--- src/rtl/lfsr_prompt_bank.sv ---
// Bank of per-channel Fibonacci LFSRs that supplies round prompts through a req/valid handshake.
// Supports runtime reseeding, optional rejection of a repeated prompt, and a wrapping round counter.
module lfsr_prompt_bank #(
  parameter int unsigned WIDTH       = 3,
  parameter int unsigned CHANNELS    = 4,
  parameter int unsigned SEED_BASE   = 1,
  parameter int unsigned NO_REPEAT   = 1,
  parameter int unsigned MAX_RETRIES = 7
) (
  input  logic                      i_clock_50,
  input  logic                      i_reset,
  input  logic                      i_enable,
  input  logic                      i_seed_load,
  input  logic [WIDTH-1:0]          i_seed_in,
  input  logic                      i_req,
  output logic                      o_ready,
  output logic                      o_valid,
  output logic [CHANNELS*WIDTH-1:0] o_prompt,
  output logic [7:0]                o_round_count
);

  localparam int unsigned PW = CHANNELS * WIDTH;
  localparam int unsigned RW = (MAX_RETRIES < 1) ? 1 : $clog2(MAX_RETRIES + 1);
  localparam logic [7:0]  TAP_MASK = (WIDTH == 3) ? 8'h06 :
                                     (WIDTH == 4) ? 8'h0C :
                                     (WIDTH == 5) ? 8'h14 :
                                     (WIDTH == 6) ? 8'h30 :
                                     (WIDTH == 7) ? 8'h60 : 8'hB8;
  localparam logic [WIDTH-1:0] TAPS = TAP_MASK[WIDTH-1:0];

  typedef enum logic [1:0] {S_IDLE, S_CHECK, S_RETRY, S_DELIVER} state_t;

  state_t          r_state, w_state_nxt;
  logic [PW-1:0]   r_lfsr, w_lfsr_nxt, w_lfsr_rst;
  logic [PW-1:0]   r_snap, w_snap_nxt;
  logic [PW-1:0]   r_prompt, w_prompt_nxt;
  logic [RW-1:0]   r_retry, w_retry_nxt;
  logic [7:0]      r_count, w_count_nxt;
  logic            r_ready, w_ready_nxt;
  logic            r_valid, w_valid_nxt;
  logic            w_repeat;

  function automatic logic [WIDTH-1:0] nonzero(input logic [WIDTH-1:0] v);
    return (v == '0) ? WIDTH'(1) : v;
  endfunction

  // Per-channel step / reseed; a zero seed is forced to 1 so the LFSR never locks up.
  for (genvar c = 0; c < CHANNELS; c++) begin : g_ch
    logic [WIDTH-1:0] w_cur;
    logic [WIDTH-1:0] w_step;
    logic [WIDTH-1:0] w_seed;
    assign w_cur  = r_lfsr[c*WIDTH +: WIDTH];
    assign w_step = {w_cur[WIDTH-2:0], ^(w_cur & TAPS)};
    assign w_seed = nonzero(i_seed_in ^ WIDTH'(c));
    assign w_lfsr_rst[c*WIDTH +: WIDTH] = nonzero(WIDTH'(SEED_BASE + c));
    assign w_lfsr_nxt[c*WIDTH +: WIDTH] = i_seed_load ? w_seed :
                                          (i_enable ? w_step : w_cur);
  end

  always_ff @(posedge i_clock_50 or posedge i_reset) begin
    if (i_reset) r_lfsr <= w_lfsr_rst;
    else         r_lfsr <= w_lfsr_nxt;
  end

  assign w_repeat = (NO_REPEAT != 0) && (r_snap == r_prompt);

  always_ff @(posedge i_clock_50 or posedge i_reset) begin
    if (i_reset) r_state <= S_IDLE;
    else         r_state <= w_state_nxt;
  end

  always_comb begin
    w_state_nxt = r_state;
    case (r_state)
      S_IDLE:    if (i_req) w_state_nxt = S_CHECK;
      S_CHECK:   w_state_nxt = (w_repeat && (r_retry < RW'(MAX_RETRIES))) ? S_RETRY : S_DELIVER;
      S_RETRY:   w_state_nxt = S_CHECK;
      S_DELIVER: w_state_nxt = S_IDLE;
      default:   w_state_nxt = S_IDLE;
    endcase
  end

  // Next values for the datapath and the registered handshake outputs.
  always_comb begin
    w_snap_nxt   = r_snap;
    w_retry_nxt  = r_retry;
    w_prompt_nxt = r_prompt;
    w_count_nxt  = r_count;
    w_valid_nxt  = 1'b0;
    w_ready_nxt  = (w_state_nxt == S_IDLE);
    case (r_state)
      S_IDLE: begin
        if (i_req) begin
          w_snap_nxt  = r_lfsr;
          w_retry_nxt = '0;
        end
      end
      S_RETRY: begin
        w_snap_nxt  = r_lfsr;
        w_retry_nxt = r_retry + RW'(1);
      end
      S_DELIVER: begin
        w_prompt_nxt = r_snap;
        w_valid_nxt  = 1'b1;
        w_count_nxt  = r_count + 8'd1;
      end
      default: ;
    endcase
  end

  always_ff @(posedge i_clock_50 or posedge i_reset) begin
    if (i_reset) begin
      r_snap   <= '0;
      r_retry  <= '0;
      r_prompt <= '0;
      r_count  <= '0;
      r_ready  <= 1'b1;
      r_valid  <= 1'b0;
    end else begin
      r_snap   <= w_snap_nxt;
      r_retry  <= w_retry_nxt;
      r_prompt <= w_prompt_nxt;
      r_count  <= w_count_nxt;
      r_ready  <= w_ready_nxt;
      r_valid  <= w_valid_nxt;
    end
  end

  assign o_ready       = r_ready;
  assign o_valid       = r_valid;
  assign o_prompt      = r_prompt;
  assign o_round_count = r_count;

endmodule

--- config.mk ---
export PLATFORM = sky130hd
export DESIGN_NAME = lfsr_prompt_bank
export DESIGN_NICKNAME = d
export VERILOG_FILES = /design/src/rtl/lfsr_prompt_bank.sv
export SDC_FILE = /design/constraint.sdc
export NUM_CORES = 1
export LEC_CHECK = 0
export CORE_MARGIN = 3
export CORE_UTILIZATION = 49
export CTS_CLUSTER_DIAMETER = 50
export CTS_CLUSTER_SIZE = 28
export DETAILED_ROUTE_END_ITERATION = 7
export GPL_TIMING_DRIVEN = 0
export PLACE_DENSITY = 0.83
export SETUP_SLACK_MARGIN = 0.3
export SYNTH_ARGS = -nofsm -noshare
export SYNTH_HDL_FRONTEND = slang
export SYNTH_SLANG_ARGS = --single-unit
--- constraint.sdc ---
create_clock -name i_clock_50 -period 1.4 [get_ports i_clock_50]
set_input_delay 0.28 -clock i_clock_50 [delete_from_list [all_inputs] [get_ports i_clock_50]]
set_output_delay 0.28 -clock i_clock_50 [all_outputs]
set_load 0.05 [all_outputs]
==> reports/metrics.yaml <==
clock_network:
  clkSlewWorstSetupHoldPaths_ns: 0.10
  cts.hold.buffers_added: 0
  cts_tree: "yes"
  clock-sinks: 51
  cts_root_buffer: "clkbuf_8"
  htree_levels: 2
  cts_buffers: 5
  clk_latency_ns: 0.31
  clockBufferDepth: 2
timing:
  grt_setup_unrepaired: "true"
  skew_ns: 0.0100
  relSlewSlack_pct: 61.1
  finalCritPeriodShare_pct: 91.7
  fmax_ghz: 0.779
  hold_violations: 0
  setup_violations: 0
  min_period_ns: 1.28
  tns_ns: 0
  worst_pin_slew_ns: 0.582
  slew_violations: 0
  timing.hold.ws_ns: 0.404
finish:
  final_nets: 276
  fin_area_um2: 3250
  final_util_pct: 73.1
  diodes: 0
  layout_commonest_cell: "nand2_1"
  multi_input_area_um2: 1080
  seq_area_um2: 1310
  drive_above_1_share_pct: 50.9
  final_cell_mix: "30 x nand2_1, 29 x buf_6, 28 x dfrtp_1"
  fillCellCount: 289
  syn2layout_area_growth_pct: 41.2
drt:
  wirelength_um: 5410
  viasPerCell: 5.36
  drtIter0Drc: 46
  drtAntennaViolNets: 0
  first_pass_iters: 4
  wl_per_cell_um: 16.9
  num_vias: 1709
  drc: 0
yosys:
  yosys_warnings: 0
  synth_area_per_cell_um2: 11.5
  ys_seq_area_share_pct: 55.8
  async_flop_share_pct: 100
  synth_seq_cells: 51
  synth_area_um2: 2300
  synth_flop_cell: "dfrtp_1"
  synth_fp_nets: 210
  yosysUniqueCellTypes: 32
  synth_edf_count: 0
  synthCells: 200
pwr:
  p_per_area_nw_per_um2: 2500
  p_int_mw: 4.70
  power_frac_seq_pct: 33.5
  power.switching_mw: 3.43
  clkPwrFrac_pct: 11.6
  p_leak_nw: 1.49
  swShare_pct: 42.2
  ir_drop_mv: 0.941
  p_comb_share_pct: 55.0
  total_power_mw: 8.13
floorplan:
  design.core.area_um2: 4440
  die_w_um: 74.5
  rows: 24
  die_h_um: 74.5
  pin_count: 30
  initial_core_util_pct: 51.8
  die_area_um2: 5550
global_route:
  grt_pass1_vias: 1737
  top_usage_layer: "met2"
  grt_use_met1_pct: 24.1
  use_met3_pct: 4.86
  gr-total-overflow: 0
  grt_pass1_wl_um: 8130
  grt_max_degree: 27
  grt_antenna_before_repair: 0
  globalRouteTotalUtil_pct: 19.5
  met2_usage_pct: 33.4
setup_path:
  critPathKind: "reg2reg"
  worstPathRequired_ns: 1.59
  setup.worst_path.end_class: "register"
  arrival_ns: 1.48
  worstPathMaxFanout: 6
  cp-start-kind: "register"
hold_path:
  hold_path.class: "in2reg"
place:
  gp_congestion: 0.793
  place_area_um2: 2710
  dp_hpwl_um: 2820
  port_buffers: 28
run:
  drv_cap: 0
run_status:
  status: "finished, final reports clean"
## cell families (layout without fill, tap and decap cells)
family | after synthesis | after routing | synth area share (%)
buffers and inverters | 12 | 79 | 3.48
AO/OA/AOI/OAI | 25 | 25 | 7.12
adder cells (fa/ha/maj) | 2 | 2 | 1.09
flip-flops | 51 | 51 | 55.8
XOR/XNOR | 23 | 23 | 8.75
multiplexers | 20 | 20 | 10.9
AND/OR/NAND/NOR | 67 | 67 | 12.8
## layer usage
metal / vias up / routed length [um] / part of all wire, %
met5: - / 0 / 0
met3: 16 / 211 / 3.9
met2: 39 / 2810 / 52
met4: 0 / 171 / 3.2
li1: 808 / - / -
met1: 846 / 2210 / 41
## final cells by class
cell class / count / share of cell area [%]
clock buffer: 8 / 3.08
sequential: 51 / 40.2
timing repair inverter: 1 / 0.231
timing repair buffer: 58 / 18.1
inverter: 5 / 1.16
tap: 52 / 2.00
multi-input combinational: 137 / 33.2
buffer: 7 / 2.08
## power groups by stage
stage	clock network, mW	logic, mW	registers [mW]
5_1_grt	0.994	4.76	2.81
3_3_place_gp	0	3.30	2.67
4_1_cts	0.928	4.07	2.68
2_1_floorplan	0	1.59	3.54
3_5_place_dp	0	3.39	2.68
6_report	0.943	4.47	2.72
## critical path, stage by stage (launching register included)
cell	delay [ns]
dfrtp_2	0.50
nand2_8	0.13
clkinv_8	0.08
clkbuf_16	0.16
mux2_4	0.29
## Yosys cell counts, types with 4 or more instances
library cell,n,share of area (%)
dfrtp_1,45,49
nand2_1,43,7.0
xnor2_1,16,6.1
a21oi_1,10,2.2
nor2_1,10,1.6
mux2_4,9,5.9
o21ai_0,7,1.5
xor2_1,7,2.7
dfstp_2,6,6.9
mux2i_1,6,2.6
mux2_2,5,2.4
nand3_1,5,1.1
inv_1,4,0.65
## final timing paths
path	from	end	slack, ns	cells past startpoint
setup reg to reg	r_state[0]	o_prompt[1]	0.12	4
hold / removal	i_enable	r_lfsr[11]	0.40	3
min in group asynchronous	i_reset	r_snap[10]	0.51	2
max in group asynchronous	i_reset	o_prompt[3]	0.51	2
setup / recovery	r_state[0]	o_prompt[1]	0.12	4
hold reg to reg	r_lfsr[0]	r_snap[0]	0.51	2
## timing repair
| item | CTS | global route |
|---|---|---|
| pin swaps | 12 | 14 |
| cloned | 2 | 1 |
| buffers inserted | 19 | 9 |
| setup endpoints to repair | 95 | 63 |
| resized for setup | 180 | 18 |
## flip-flops by register name, summed over array words and instances, names as in the netlist
name	count
r_state	2
r_retry	3
o_prompt	12
o_round_count	8
o_ready	1
o_valid	1
r_lfsr	12
r_snap	12
## stage by stage
stage          setup WS, ns  cells
6_report              0.117    319
5_1_grt              0.0996    319
4_1_cts               0.127    309
3_5_place_dp         -0.206    280
3_3_place_gp         -0.216    280
2_1_floorplan         0.105    200
(Power assumes the default switching activity.)
